[src/rtl/eth_pkg.sv]
`default_nettype none
// +--------------------------------------------------------------------------+
// | eth_pkg : shared Ethernet TX constants and framer state encoding. Rev 1.0 |
// +--------------------------------------------------------------------------+
package eth_pkg;

    localparam logic [7:0]  ETH_PREAMBLE   = 8'h55;
    localparam logic [7:0]  ETH_SFD        = 8'hD5;
    localparam logic [31:0] CRC32_POLY_REF = 32'hEDB88320;
    localparam logic [31:0] CRC32_INIT     = 32'hFFFFFFFF;

    localparam int ETH_MIN_LEN_DEF = 60;
    localparam int ETH_MAX_LEN_DEF = 1514;
    localparam int ETH_IFG_LEN_DEF = 12;

    typedef enum logic [2:0] {
        ST_IDLE     = 3'd0,
        ST_PREAMBLE = 3'd1,
        ST_SFD      = 3'd2,
        ST_DATA     = 3'd3,
        ST_PAD      = 3'd4,
        ST_FCS      = 3'd5,
        ST_IFG      = 3'd6
    } framer_state_e;

endpackage
`default_nettype wire

[src/rtl/eth_tx_framer_if.sv]
`default_nettype none
// +--------------------------------------------------------------------------+
// | eth_tx_framer_if : source byte stream in, GMII TXD/TX_EN out. Rev 1.0     |
// +--------------------------------------------------------------------------+
interface eth_tx_framer_if;

    logic [7:0] i_data;
    logic       i_data_vl;
    logic       o_ready;
    logic [7:0] o_data;
    logic       o_tx_en;

    modport master (output i_data, i_data_vl, input  o_ready, o_data, o_tx_en);
    modport slave  (input  i_data, i_data_vl, output o_ready, o_data, o_tx_en);

endinterface
`default_nettype wire

[src/rtl/crc32_d8.sv]
`default_nettype none
// +--------------------------------------------------------------------------+
// | crc32_d8 : combinational reflected CRC-32 update for one byte. Rev 1.0    |
// +--------------------------------------------------------------------------+
module crc32_d8
    import eth_pkg::*;
(
    input  wire logic [31:0] i_crc,
    input  wire logic [7:0]  i_byte,
    output logic      [31:0] o_crc
);

    function automatic logic [31:0] crc_step(input logic [31:0] c_in, input logic [7:0] b);
        logic [31:0] c;
        c = c_in ^ {24'h0, b};
        for (int k = 0; k < 8; k++) begin
            c = c[0] ? ((c >> 1) ^ CRC32_POLY_REF) : (c >> 1);
        end
        return c;
    endfunction

    assign o_crc = crc_step(i_crc, i_byte);

endmodule
`default_nettype wire

[src/rtl/eth_tx_framer.sv]
`default_nettype none
// +--------------------------------------------------------------------------+
// | eth_tx_framer : adds preamble/SFD, padding, FCS and IFG to a raw frame.   |
// | Rev 1.0                                                                  |
// +--------------------------------------------------------------------------+
module eth_tx_framer
    import eth_pkg::*;
#(
    parameter bit PAD_EN  = 1'b1,
    parameter int MIN_LEN = ETH_MIN_LEN_DEF,
    parameter int MAX_LEN = ETH_MAX_LEN_DEF,
    parameter int IFG_LEN = ETH_IFG_LEN_DEF
) (
    input  wire logic               clk,
    input  wire logic               rst_n,
    eth_tx_framer_if.slave          bus,
    output logic             [15:0] o_frame_cnt,
    output logic             [15:0] o_drop_cnt,
    output logic                    o_trunc
);

    localparam logic [15:0] c_min_len  = 16'(MIN_LEN);
    localparam logic [15:0] c_max_len  = 16'(MAX_LEN);
    localparam logic [15:0] c_ifg_last = 16'(IFG_LEN - 1);

    framer_state_e state_q;
    logic [7:0]    dl_q [8];
    logic [7:0]    dlv_q;
    logic [15:0]   len_q, emit_cnt_q, ifg_cnt_q;
    logic [2:0]    pre_cnt_q, fcs_idx_q;
    logic          acc_q, run_q, vl_q;
    logic [31:0]   crc_q, crc_d;
    logic [7:0]    data_q;
    logic          tx_en_q, ready_q, trunc_q;
    logic [15:0]   frame_cnt_q, drop_cnt_q;

    logic        w_rise, w_start, w_take, w_need_pad;
    logic [7:0]  w_crc_byte, w_fcs_byte;
    logic [31:0] w_crc_inv;

    assign w_rise     = bus.i_data_vl & ~vl_q;
    assign w_start    = (state_q == ST_IDLE) & w_rise;
    assign w_take     = acc_q & bus.i_data_vl & (len_q < c_max_len);
    assign w_need_pad = PAD_EN && (emit_cnt_q < c_min_len);
    assign w_crc_byte = ((state_q == ST_DATA) && dlv_q[7]) ? dl_q[7] : 8'h00;
    assign w_crc_inv  = ~crc_q;
    assign w_fcs_byte = w_crc_inv[{fcs_idx_q[1:0], 3'b000} +: 8];

    crc32_d8 u_crc (
        .i_crc  (crc_q),
        .i_byte (w_crc_byte),
        .o_crc  (crc_d)
    );

    always_ff @(posedge clk or negedge rst_n) begin
        if (!rst_n) begin
            state_q     <= ST_IDLE;
            for (int k = 0; k < 8; k++) dl_q[k] <= 8'h00;
            dlv_q       <= 8'h00;
            len_q       <= 16'd0;
            emit_cnt_q  <= 16'd0;
            ifg_cnt_q   <= 16'd0;
            pre_cnt_q   <= 3'd0;
            fcs_idx_q   <= 3'd0;
            acc_q       <= 1'b0;
            run_q       <= 1'b0;
            vl_q        <= 1'b0;
            crc_q       <= CRC32_INIT;
            data_q      <= 8'h00;
            tx_en_q     <= 1'b0;
            ready_q     <= 1'b1;
            trunc_q     <= 1'b0;
            frame_cnt_q <= 16'd0;
            drop_cnt_q  <= 16'd0;
        end else begin
            trunc_q <= 1'b0;
            vl_q    <= bus.i_data_vl;

            // Input side runs independently of the output state: the delay
            // line keeps filling during preamble and tags accepted bytes.
            dl_q[0] <= bus.i_data;
            for (int k = 1; k < 8; k++) dl_q[k] <= dl_q[k-1];
            dlv_q   <= {dlv_q[6:0], w_start | w_take};

            if (w_start)     len_q <= 16'd1;
            else if (w_take) len_q <= len_q + 16'd1;

            if (w_start) begin
                acc_q <= 1'b1;
            end else if (!bus.i_data_vl) begin
                acc_q <= 1'b0;
            end else if (acc_q && (len_q == c_max_len)) begin
                acc_q   <= 1'b0;
                trunc_q <= 1'b1;
            end

            if (w_start)              run_q <= 1'b1;
            else if (!bus.i_data_vl)  run_q <= 1'b0;

            if (w_rise && !ready_q) drop_cnt_q <= drop_cnt_q + 16'd1;

            case (state_q)
                ST_IDLE: begin
                    if (w_start) begin
                        data_q    <= ETH_PREAMBLE;
                        tx_en_q   <= 1'b1;
                        ready_q   <= 1'b0;
                        pre_cnt_q <= 3'd0;
                        state_q   <= ST_PREAMBLE;
                    end
                end
                ST_PREAMBLE: begin
                    data_q    <= ETH_PREAMBLE;
                    pre_cnt_q <= pre_cnt_q + 3'd1;
                    if (pre_cnt_q == 3'd5) state_q <= ST_SFD;
                end
                ST_SFD: begin
                    data_q     <= ETH_SFD;
                    crc_q      <= CRC32_INIT;
                    emit_cnt_q <= 16'd0;
                    fcs_idx_q  <= 3'd0;
                    state_q    <= ST_DATA;
                end
                ST_DATA, ST_PAD: begin
                    if ((state_q == ST_DATA) && dlv_q[7]) begin
                        data_q     <= dl_q[7];
                        crc_q      <= crc_d;
                        emit_cnt_q <= emit_cnt_q + 16'd1;
                    end else if (w_need_pad) begin
                        data_q     <= 8'h00;
                        crc_q      <= crc_d;
                        emit_cnt_q <= emit_cnt_q + 16'd1;
                        state_q    <= ST_PAD;
                    end else begin
                        data_q    <= w_fcs_byte;
                        fcs_idx_q <= 3'd1;
                        state_q   <= ST_FCS;
                    end
                end
                ST_FCS: begin
                    if (fcs_idx_q == 3'd4) begin
                        data_q      <= 8'h00;
                        tx_en_q     <= 1'b0;
                        frame_cnt_q <= frame_cnt_q + 16'd1;
                        ifg_cnt_q   <= 16'd1;
                        state_q     <= ST_IFG;
                    end else begin
                        data_q    <= w_fcs_byte;
                        fcs_idx_q <= fcs_idx_q + 3'd1;
                    end
                end
                ST_IFG: begin
                    // A truncated frame's input run may outlast the gap; stay
                    // unready until it ends so it is not counted as a drop.
                    if ((ifg_cnt_q == c_ifg_last) && !run_q) begin
                        ready_q <= 1'b1;
                        state_q <= ST_IDLE;
                    end else if (ifg_cnt_q != c_ifg_last) begin
                        ifg_cnt_q <= ifg_cnt_q + 16'd1;
                    end
                end
                default: state_q <= ST_IDLE;
            endcase
        end
    end

    assign bus.o_data    = data_q;
    assign bus.o_tx_en   = tx_en_q;
    assign bus.o_ready   = ready_q;
    assign o_frame_cnt   = frame_cnt_q;
    assign o_drop_cnt    = drop_cnt_q;
    assign o_trunc       = trunc_q;

endmodule
`default_nettype wire

[src/flat_wrapper.sv]
// flat-port wrapper written by rule: the top's interface ports become plain ports
module eth_tx_framer_flat import eth_pkg::*;
#(
    parameter bit PAD_EN  = 1'b1,
    parameter int MIN_LEN = ETH_MIN_LEN_DEF,
    parameter int MAX_LEN = ETH_MAX_LEN_DEF,
    parameter int IFG_LEN = ETH_IFG_LEN_DEF
)
  (clk, rst_n, o_frame_cnt, o_drop_cnt, o_trunc, bus_i_data, bus_i_data_vl, bus_o_ready, bus_o_data, bus_o_tx_en);
  eth_tx_framer_if bus_i ();
  input  wire logic clk;
  input  wire logic rst_n;
  output logic             [15:0] o_frame_cnt;
  output logic             [15:0] o_drop_cnt;
  output logic o_trunc;
  input wire logic [$bits(bus_i.i_data)-1:0] bus_i_data;
  input wire logic [$bits(bus_i.i_data_vl)-1:0] bus_i_data_vl;
  output wire logic [$bits(bus_i.o_ready)-1:0] bus_o_ready;
  output wire logic [$bits(bus_i.o_data)-1:0] bus_o_data;
  output wire logic [$bits(bus_i.o_tx_en)-1:0] bus_o_tx_en;
  assign bus_i.i_data = bus_i_data;
  assign bus_i.i_data_vl = bus_i_data_vl;
  assign bus_o_ready = bus_i.o_ready;
  assign bus_o_data = bus_i.o_data;
  assign bus_o_tx_en = bus_i.o_tx_en;
  eth_tx_framer #(.PAD_EN(PAD_EN), .MIN_LEN(MIN_LEN), .MAX_LEN(MAX_LEN), .IFG_LEN(IFG_LEN)) u_core (.clk(clk), .rst_n(rst_n), .bus(bus_i), .o_frame_cnt(o_frame_cnt), .o_drop_cnt(o_drop_cnt), .o_trunc(o_trunc));
endmodule
[config.mk]
export PLATFORM = sky130hd
export DESIGN_NAME = eth_tx_framer_flat
export DESIGN_NICKNAME = d
export VERILOG_FILES = /design/src/rtl/eth_pkg.sv /design/src/rtl/eth_tx_framer_if.sv /design/src/rtl/crc32_d8.sv /design/src/rtl/eth_tx_framer.sv /design/src/flat_wrapper.sv
export SDC_FILE = /design/constraint.sdc
export NUM_CORES = 1
export LEC_CHECK = 0
export BUFFER_PORTS_ARGS = -buffer_cell sky130_fd_sc_hd__buf_2
export CORE_MARGIN = 2
export CORE_UTILIZATION = 66
export DETAILED_ROUTE_END_ITERATION = 6
export GPL_TIMING_DRIVEN = 0
export PLACE_DENSITY = 0.82
export SLEW_MARGIN = 0
export SYNTH_ARGS = -nofsm -noshare
export SYNTH_HDL_FRONTEND = slang
export SYNTH_HIERARCHICAL = 1
export SYNTH_SLANG_ARGS = --single-unit
[constraint.sdc]
create_clock -name clk -period 5.2 [get_ports clk]
set_clock_uncertainty 0.1 [all_clocks]
set_input_delay 1.04 -clock clk [delete_from_list [all_inputs] [get_ports clk]]
set_output_delay 1.04 -clock clk [all_outputs]
set_load 0.01 [all_outputs]
==> out/metrics.csv, run 1 <==
metric,value,unit
Cell Pwr Density,591.5,nW/um^2
worst slew pin tran,0.9142,ns
Max H-tree Level,1,
Leakage,0.004890,uW
area of the core,13990,sq um
Hold WS,0.2451,ns
WL/cell,17.82,microns
Initial Util,0.6813,
Syn Nets,873,
R2R setup slack,1.93,ns
Synth Instances,852,
Overflow after GRT,0,
largest net degree at the start of global routing,123,
Clock transition at path regs,0.06,ns
WL final,20070,microns
Sw Ratio,0.3737,
max-slew violations,0,
Post-CTS Hold Buffers,0,
Num CTS Buffers,22,
total die area,15420,sq um
vias in the first global route,6559,
I/O Pins,54,
logic gate share of total power,0.413,
DR iter-0 viols,596,
number of detailed-route iterations in the first pass,5,
peak supply drop,0.3964,mV
total power,6368,uW
min-delay src,u_core/dl_q[41],
layout cell share with drive strength beyond 1,0.1596,
Psw,2380,uW
hold crit path type,flop to flop,
Die Y,124.2,microns
PortBufs,53,
"flops & latches, synth",207,
final setup violating endpoints,0,
RD Place Congestion,0.9056,
WHS Endpoint,u_core/dl_q[33],
FMAX,0.3060,GHz
Post-synth EDFFs,0,
layout net count,951,
"Cell Chain, Critical Path","and4b_1, clkbuf_1, clkbuf_1, and2_1, xnor2_1, xor2_1, xnor2_1, xor2_1, inv_1, mux2i_1",
CTS resizes,0,
Crit Path Class,flop to flop,
Ys Warns,6,
Synth Flop Type,dfrtp_1,
Worst Reg-to-Reg Cells,10,
CP max-delay cell,xnor2_1,
"most common cell after layout, fill and taps aside",dfrtp_1,
routed vias/inst,6.041,
Avg Synthesized Cell Area,11.19,sq um
Worst EP arrival,3.60,ns
sequential power share,0.351,
remaining antenna violation count,0,
# diodes,0,
CP required,5.53,ns
placed cell count,1086,
Final Critical Period,3.268,ns
share of total power in the clock network,0.236,
unrepaired setup endpoints after global routing,false,
drt drc,0,
Post-CTS Setup Inserts,0,
Maximum Capacitance Violations,0,
final hold viol count,0,
most frequent cells in the layout,"174 x dfrtp_1, 73 x xnor2_1, 70 x nor2_1, 57 x nand2_1, 56 x buf_2",
fin crit share,0.6284,
CP Launch Type,flop,
register area share after synthesis,0.5479,
"Largest stage delay, worst path",0.52,ns
slew margin rel.,0.3905,
post-synth cell types,62,
clock latency on the worst-skew pair,0.51,ns
final setup margin,1.932,ns
"Cell Area, Synth",9530,sq um
worst reg2reg endpoint,u_core/crc_q[26],
DP Wirelength,13270,microns
GRT Total Usage,0.2673,
async set-reset flop share out of synthesis,1.000,
status,finished clean,
Internal Power,3988,uW
die width,124.2,microns
Post-Place Worst Slack,2.024,ns
FF-to-FF Start,u_core/state_q[2],
critical path endpoint category,flop,
first-pass GRT wire length,32350,microns
P&R area growth vs syn,12.97,%
CTS tree,built,
Site Rows,43,
fin cells,1126,
Sinks on Clock Net,207,
"Max FO, Critical Path",10,
post-route cell area,10770,sq um
initial antenna violation count,0,
Vias,6802,
Post-DP Area,10060,sq um
clock buffer depth,3,
hold path depth,0,
Root Buffer,clkbuf_16,
==> sequential cells by signal, indices dropped and copies added (netlist names), 3 cells and up <==
| register | count |
|---|---|
| u_core/dl_q | 64 |
| u_core/o_drop_cnt | 16 |
| u_core/len_q | 16 |
| u_core/ifg_cnt_q | 16 |
| u_core/fcs_idx_q | 3 |
| u_core/dlv_q | 8 |
| u_core/crc_q | 32 |
| u_core/o_frame_cnt | 16 |
| u_core/state_q | 3 |
| u_core/bus.o_data | 8 |
| u_core/emit_cnt_q | 16 |
| u_core/pre_cnt_q | 3 |
==> final cells by class <==
class,instances,area [sq um]
multi-input combinational,564,3993
fill,873,3222
buffer,32,132.6
timing repair buffer,54,302.8
clock buffer,31,604.3
tap,180,225.2
inverter,49,183.9
clock inverter,9,103.9
sequential,207,5221
==> metal layers <==
layer / track usage / up-vias / share of wire
li1: - / 3123 / -
met2: 0.4460 / 233 / 0.49
met4: 0.07303 / 0 / 0.022
met5: 0 / - / 0
met1: 0.3727 / 3410 / 0.43
met3: 0.03617 / 36 / 0.055
==> kinds of logic after synthesis <==
kind of cell             synth area share
AO/OA/AOI/OAI                     0.07733
XOR/XNOR                           0.1075
adder cells (fa/ha/maj)           0.01313
buffers and inverters             0.03321
flip-flops                         0.5479
multiplexers                      0.06840
AND/OR/NAND/NOR                    0.1526
==> power by group through the flow <==
stage	clock (uW)	combinational, uW	sequential (uW)
global route	1600	2850	2270
CTS	1530	2610	2230
floorplan	0	1990	2210
global placement	0	2440	2230
finish	1500	2630	2240
detailed placement	0	2560	2250
==> cells in the mapped netlist, types with 3 or more instances <==
cell type	n	area, sq um
clkbuf_1	23	86.33
buf_1	4	15.01
a22oi_1	3	22.52
or3_1	12	75.07
and4_1	7	61.31
a31o_2	3	26.28
nand3_1	35	175.2
and3_1	7	43.79
xnor2_2	5	81.33
a21oi_1	32	160.2
nor2_1	70	262.8
nand2b_1	8	50.05
dfstp_2	33	867.1
o211ai_1	5	37.54
o2111ai_1	3	26.28
or3b_2	3	26.28
a211oi_1	15	112.6
nor4_1	10	62.56
and2_1	16	100.1
o31ai_1	9	67.56
nand4_1	17	106.4
nand2_1	57	214.0
mux2i_1	46	460.4
dfrtp_1	174	4354
inv_1	49	183.9
nor3b_1	3	22.52
o21ai_0	25	125.1
nor3_1	11	55.05
ha_1	10	125.1
xnor2_1	73	639.4
mux4_2	8	180.2
or4_1	10	75.07
xor2_1	23	201.4
nor2b_1	5	31.28
buf_2	4	20.02
==> worst max-delay path: cells and delay by family (launching register included) <==
kind                   cells  cell delay [ns]
multiplexers               1             0.14
AND/OR/NAND/NOR            2             0.54
flip-flops                 1             0.42
buffers and inverters      3             0.69
XOR/XNOR                   4             1.30
==> metrics by stage <==
| stage | util | setup TNS (ns) |
|---|---|---|
| 2_1_floorplan | - | 0 |
| 3_3_place_gp | 0.7164 | -27.97 |
| 3_5_place_dp | 0.7191 | 0 |
| 4_1_cts | 0.7697 | 0 |
| 5_1_grt | 0.7697 | 0 |
| 6_report | 0.7697 | 0 |
==> how the worst max path moves through the flow <==
| stage | end | cells after the start | startpoint |
|---|---|---|---|
| floorplan | u_core/crc_q[19] | 10 | u_core/state_q[2] |
| global placement | u_core/len_q[3] | 1 | rst_n |
| detailed placement | u_core/crc_q[4] | 10 | u_core/state_q[2] |
| CTS | u_core/crc_q[19] | 10 | u_core/state_q[2] |
| global route | u_core/crc_q[26] | 10 | u_core/state_q[2] |
| finish | u_core/crc_q[26] | 10 | u_core/state_q[2] |
(Power assumes the default switching activity.)
==> run 2: changes to the inputs <==
--- a/config.mk
+++ b/config.mk
@@ -7,10 +7,10 @@
 export LEC_CHECK = 0
 export BUFFER_PORTS_ARGS = -buffer_cell sky130_fd_sc_hd__buf_2
 export CORE_MARGIN = 2
-export CORE_UTILIZATION = 66
+export CORE_UTILIZATION = 55
 export DETAILED_ROUTE_END_ITERATION = 6
 export GPL_TIMING_DRIVEN = 0
-export PLACE_DENSITY = 0.82
+export PLACE_DENSITY = 0.73
 export SLEW_MARGIN = 0
 export SYNTH_ARGS = -nofsm -noshare
 export SYNTH_HDL_FRONTEND = slang
==> constraint.sdc (replaced) <==
create_clock -name clk -period 3 [get_ports clk]
set_clock_uncertainty 0.1 [all_clocks]
set_input_delay 0.6 -clock clk [delete_from_list [all_inputs] [get_ports clk]]
set_output_delay 0.6 -clock clk [all_outputs]
set_load 0.01 [all_outputs]
==> run 2 against run 1 <==
Global-route usage shrank 6.1 points. Worst setup slack got worse by 1.8 ns. Register-to-register slack got worse by 1.8 ns. Critical path depth is 1 lower. Sequential power is 73% higher. Total power rose by 77%. Via count down 5.6%. Fmax is 16% higher. Critical path type unchanged. Highest routed layer unchanged.
==> out/metrics.csv, run 2 (synthesis gave the netlist of run 1 again) <==
metric,value,unit,change
Vias,6419,,was 6802
final setup violating endpoints,0,,unchanged
most frequent cells in the layout,"174 x dfrtp_1, 70 x nor2_1, 67 x xnor2_1, 57 x nand2_1, 56 x buf_2",,"was 174 x dfrtp_1, 73 x xnor2_1, 70 x nor2_1, 57 x nand2_1, 56 x buf_2"
fin cells,1170,,was 1126
final setup margin,0.1754,ns,was 1.932 ns
R2R setup slack,0.18,ns,was 1.93 ns
FF-to-FF Start,u_core/state_q[2],,unchanged
initial antenna violation count,0,,unchanged
vias in the first global route,6136,,was 6559
fin crit share,0.9415,,was 0.6284
layout net count,951,,unchanged
"Max FO, Critical Path",10,,unchanged
critical path endpoint category,flop,,unchanged
Die Y,135.6,microns,was 124.2 microns
"Largest stage delay, worst path",0.51,ns,was 0.52 ns
area of the core,17120,sq um,was 13990 sq um
filler instances,1340,,was 873
Final Critical Period,2.825,ns,was 3.268 ns
Num CTS Buffers,22,,unchanged
CP max-delay cell,xnor3_2,,was xnor2_1
Overflow after GRT,0,,unchanged
"Cell Chain, Critical Path","and4b_1, clkbuf_4, and2_1, xnor2_2, xnor3_2, xor2_1, xnor2_1, inv_1, mux2i_1",,"was and4b_1, clkbuf_1, clkbuf_1, and2_1, xnor2_1, xor2_1, xnor2_1, xor2_1, inv_1, mux2i_1"
total power,11250,uW,was 6368 uW
Crit Path Class,flop to flop,,unchanged
Max H-tree Level,1,,unchanged
Worst Reg-to-Reg Cells,9,,was 10
remaining antenna violation count,0,,unchanged
DP Wirelength,12190,microns,was 13270 microns
layout cell share with drive strength beyond 1,0.1746,,was 0.1596
Maximum Capacitance Violations,0,,unchanged
total die area,18400,sq um,was 15420 sq um
RD Place Congestion,0.8623,,was 0.9056
register with the most flip-flops,u_core/dl_q,,unchanged
CP startpoint,u_core/state_q[2],,unchanged
slew margin rel.,0.3117,,was 0.3905
P&R area growth vs syn,15.54,%,was 12.97%
Leakage,0.004969,uW,was 0.004890 uW
hold crit path type,primary input to asynchronous set/reset pin,,was flop to flop
DR iter-0 viols,410,,was 596
largest net degree at the start of global routing,120,,was 123
FMAX,0.3540,GHz,was 0.3060 GHz
# diodes,0,,unchanged
clock buffer depth,3,,unchanged
Worst EP arrival,3.16,ns,was 3.60 ns
CP Launch Type,flop,,unchanged
drt drc,0,,unchanged
routed vias/inst,5.486,,was 6.041
final hold viol count,0,,unchanged
CTS tree,built,,unchanged
"most common cell after layout, fill and taps aside",dfrtp_1,,unchanged
number of detailed-route iterations in the first pass,4,,was 5
biggest regs,"u_core/dl_q: 64 flops, u_core/crc_q: 32 flops",,unchanged
Post-CTS Hold Buffers,0,,unchanged
Critical Path Sink,u_core/crc_q[19],,was u_core/crc_q[26]
Cell Pwr Density,1022,nW/um^2,was 591.5 nW/um^2
status,finished clean,,unchanged
max FFs per register,64,,unchanged
Root Buffer,clkbuf_16,,unchanged
Post-Place Worst Slack,-0.1925,ns,was 2.024 ns
WL final,18250,microns,was 20070 microns
CP required,3.33,ns,was 5.53 ns
max-slew violations,0,,unchanged
unrepaired setup endpoints after global routing,false,,unchanged
Clock transition at path regs,0.06,ns,about the same
I/O Pins,54,,unchanged
WL/cell,15.60,microns,was 17.82 microns
PortBufs,53,,unchanged
peak supply drop,0.5391,mV,was 0.3964 mV
placed cell count,1131,,was 1086
first-pass GRT wire length,30710,microns,was 32350 microns
Site Rows,48,,was 43
Initial Util,0.5568,,was 0.6813
die width,135.6,microns,was 124.2 microns
clock latency on the worst-skew pair,0.51,ns,about the same
Hold WS,0.004220,ns,was 0.2451 ns
Sinks on Clock Net,207,,unchanged
sum of negative setup slack,0,ns,unchanged
worst slew pin tran,1.032,ns,was 0.9142 ns
GRT Total Usage,0.2065,,was 0.2673
worst reg2reg endpoint,u_core/crc_q[19],,was u_core/crc_q[26]
run 2: cell count changes in the layout (fill, tap and decap cells not counted), sizes merged:
| cell | change |
|---|---|
| buf | +1 |
| bufinv | +3 |
| clkbuf | -4 |
| clkinv | -3 |
| clkinvlp | +2 |
run 2: final cells by class:
cell class | instances | area [sq um] | share of cell area
plain buffers | 31 | 132.6 | 0.01204
clock buffers | 28 | 603.1 | 0.05477
well taps | 225 | 281.5 | 0.02557
repair buffers | 55 | 310.3 | 0.02818
clock inverters | 11 | 190.2 | 0.01727
inverters | 49 | 183.9 | 0.01670
flip-flops and latches | 207 | 5221 | 0.4742
multi-input cells | 564 | 4089 | 0.3713
run 2: worst min path at each step:
stage,startpoint,endpoint,slack [ns]
final,rst_n,u_core/bus.o_data[3],0.004
after global routing,rst_n,u_core/bus.o_data[3],0.05
after CTS,rst_n,u_core/dl_q[1],0.01
after detailed placement,u_core/dl_q[32],u_core/dl_q[24],0.23
after global placement,u_core/dl_q[21],u_core/dl_q[13],0.23
after floorplan,rst_n,u_core/acc_q,0.20
run 2: layer usage:
metal  wire [microns]  up-vias  global-route usage
li1                 -     3114                   -
met5                0        -                   0
met3              679       24             0.03143
met4              367        0             0.05150
met2             8380      126              0.3179
met1             8822     3155              0.3105
run 2: per-stage QoR:
step | util | area [sq um]
final | 0.6433 | 11010
after global routing | 0.6433 | 11010
after CTS | 0.6393 | 10940
after detailed placement | 0.5909 | 10110
after global placement | 0.5887 | 10080
after floorplan | - | 9530
run 2: worst max-delay path, delay by kind of cell, from the launching register on:
family	cells	cell delay, ns
mux	1	0.14
flops	1	0.43
buf+inv	2	0.31
xor+xnor	4	1.14
simple gates	2	0.64
run 2: power by group:
part	internal, uW	switching [uW]
clock network	1780	1080
registers	3440	432
logic	2050	2460
total	7270	3980
run 2: what timing repair did:
item,CTS,global route
gates cloned,0,0
endpoints found under the setup margin,14,20
endpoints found under the hold margin,0,0
resized for setup,5,10
pin swaps,0,1
buffers inserted,0,1
==> run 3: changes to the inputs <==
--- a/config.mk
+++ b/config.mk
@@ -8,6 +8,7 @@
 export BUFFER_PORTS_ARGS = -buffer_cell sky130_fd_sc_hd__buf_2
 export CORE_MARGIN = 2
 export CORE_UTILIZATION = 55
+export CTS_CLUSTER_DIAMETER = 200
 export DETAILED_ROUTE_END_ITERATION = 6
 export GPL_TIMING_DRIVEN = 0
 export PLACE_DENSITY = 0.73
==> constraint.sdc (replaced) <==
create_clock -name clk -period 3 [get_ports clk]
set_clock_uncertainty 0.1 [all_clocks]
set_input_delay 0.15 -clock clk [delete_from_list [all_inputs] [get_ports clk]]
set_output_delay 0.15 -clock clk [all_outputs]
set_load 0.01 [all_outputs]
==> run 3 against run 2 <==
Design area grew 0.91%. Worst setup slack gained 0.0049 ns. Largest cell class unchanged. Sequential power is essentially flat.
==> out/metrics.csv, run 3 (synthesis gave the netlist of run 1 again) <==
metric,value,unit,change
status,finished clean,,unchanged
Sinks on Clock Net,207,,unchanged
P&R area growth vs syn,16.59,%,was 15.54%
"Cell Chain, Critical Path","and4b_1, clkbuf_4, and2_1, xnor2_2, xnor3_2, xor2_1, xnor2_1, inv_1, mux2i_1",,unchanged
Vias,6464,,was 6419
remaining antenna violation count,0,,unchanged
slew margin rel.,0.3073,,was 0.3117
CP max-delay cell,xnor3_2,,unchanged
highest metal used,met4,,unchanged
DP Wirelength,12190,microns,unchanged
WL final,18310,microns,was 18250 microns
met2 routed wirelength,8428,microns,was 8380 microns
initial antenna violation count,0,,unchanged
die width,135.6,microns,unchanged
clock latency on the worst-skew pair,0.51,ns,about the same
peak supply drop,0.5410,mV,was 0.5391 mV
Site Rows,48,,unchanged
max-slew violations,0,,unchanged
PortBufs,53,,unchanged
worst reg2reg endpoint,u_core/crc_q[19],,unchanged
Worst EP arrival,3.15,ns,was 3.16 ns
Clock transition at path regs,0.06,ns,about the same
# diodes,0,,unchanged
metal3 WL,717,microns,was 679 microns
final hold viol count,0,,unchanged
drt drc,0,,unchanged
WL/cell,15.51,microns,was 15.60 microns
layout net count,961,,was 951
unrepaired setup endpoints after global routing,false,,unchanged
largest net degree at the start of global routing,120,,unchanged
Cell Pwr Density,1014,nW/um^2,was 1022 nW/um^2
vias in the first global route,6169,,was 6136
Max H-tree Level,1,,unchanged
DR iter-0 viols,405,,was 410
total power,11270,uW,was 11250 uW
final setup margin,0.1803,ns,was 0.1754 ns
sum of negative setup slack,0,ns,unchanged
biggest regs,"u_core/dl_q: 64 flops, u_core/crc_q: 32 flops",,unchanged
CTS tree,built,,unchanged
RD Place Congestion,0.8623,,unchanged
number of detailed-route iterations in the first pass,4,,unchanged
Crit path max-delay family,XOR/XNOR gates,,unchanged
worst slew pin tran,1.039,ns,was 1.032 ns
Overflow after GRT,0,,unchanged
final setup violating endpoints,0,,unchanged
clock buffer depth,3,,unchanged
Maximum Capacitance Violations,0,,unchanged
FF-to-FF Start,u_core/state_q[2],,unchanged
CP required,3.33,ns,about the same
total die area,18400,sq um,unchanged
first-pass GRT wire length,30750,microns,was 30710 microns
CP Launch Type,flop,,unchanged
Leakage,0.005011,uW,was 0.004969 uW
Hold WS,0.1483,ns,was 0.004220 ns
Final Critical Period,2.820,ns,was 2.825 ns
"Max FO, Critical Path",10,,unchanged
Root Buffer,clkbuf_16,,unchanged
Crit Path Class,flop to flop,,unchanged
hold crit path type,primary input to asynchronous set/reset pin,,unchanged
register with the most flip-flops,u_core/dl_q,,unchanged
layout cell share with drive strength beyond 1,0.1728,,was 0.1746
Post-Place Worst Slack,-0.1925,ns,unchanged
FMAX,0.3546,GHz,was 0.3540 GHz
critical path endpoint category,flop,,unchanged
GRT Total Usage,0.2067,,was 0.2065
Die Y,135.6,microns,unchanged
I/O Pins,54,,unchanged
max FFs per register,64,,unchanged
"Largest stage delay, worst path",0.51,ns,about the same
worst path bufs/invs,2,,unchanged
fin crit share,0.9399,,was 0.9415
M1 WL,8779,microns,was 8822 microns
R2R setup slack,0.18,ns,about the same
routed vias/inst,5.478,,was 5.486
Num CTS Buffers,22,,unchanged
most frequent cells in the layout,"174 x dfrtp_1, 70 x nor2_1, 67 x xnor2_1, 57 x nand2_1, 56 x buf_2",,unchanged
Worst Reg-to-Reg Cells,9,,unchanged
area of the core,17120,sq um,unchanged
Initial Util,0.5568,,unchanged
"most common cell after layout, fill and taps aside",dfrtp_1,,unchanged
-- run 3: cell count changes in the layout (fill, tap and decap cells not counted) --
cell,before,now
dlygate4sd3_1,0,10
-- run 3: worst register-to-register path, delay by kind of cell (launching register included) --
family	cells	cell delay, ns
xor gates and xnor gates	4	1.14
and+or+nand+nor	2	0.63
DFF	1	0.43
buffers and inverters	2	0.31
muxes	1	0.14
-- run 3: what timing repair did --
item	4_1_cts	5_1_grt
hold buffers	10	0
resized for setup	5	10
pin swaps	0	1
endpoints found under the hold margin	100	0
cloned	0	0
setup endpoints to repair	14	20
buffers inserted	0	1
-- run 3: where the power goes --
part           switching [uW]  total (uW)  internal, uW
clock                    1080        2870          1780
sequential                433        3870          3440
combinational            2470        4530          2060
total                    3990       11300          7280
-- run 3: final cells by class --
class,instances,area (sq um)
sequential,207,5221
inverter,49,183.9
fill,1329,6005
clock buffer,28,603.1
clock inverter,11,190.2
multi-input combinational,564,4089
timing repair buffer,65,410.4
buffer,31,132.6
tap,225,281.5
-- run 3: metrics by stage --
stage	std cells	area [sq um]	utilization
global placement	1130	10080	0.5887
floorplan	852	9530	-
global route	1180	11110	0.6492
CTS	1180	11040	0.6452
finish	1180	11110	0.6492
detailed placement	1131	10110	0.5909
-- run 3: worst max path at each step --
stage	startpoint	end	slack (ns)	cells after the start
5_1_grt	u_core/state_q[2]	u_core/crc_q[19]	0.005	9
3_3_place_gp	rst_n	u_core/o_drop_cnt[12]	-1.74	1
3_5_place_dp	u_core/state_q[2]	u_core/crc_q[19]	-0.19	10
4_1_cts	u_core/state_q[2]	u_core/crc_q[24]	0.06	10
2_1_floorplan	u_core/state_q[2]	u_core/crc_q[19]	0.37	10
6_report	u_core/state_q[2]	u_core/crc_q[19]	0.18	9
-- run 3: layer usage --
layer | global-route usage | vias to the layer above
li1 | - | 3134
met1 | 0.3102 | 3162
met2 | 0.3185 | 142
met3 | 0.03143 | 26
met4 | 0.05266 | 0
met5 | 0 | -
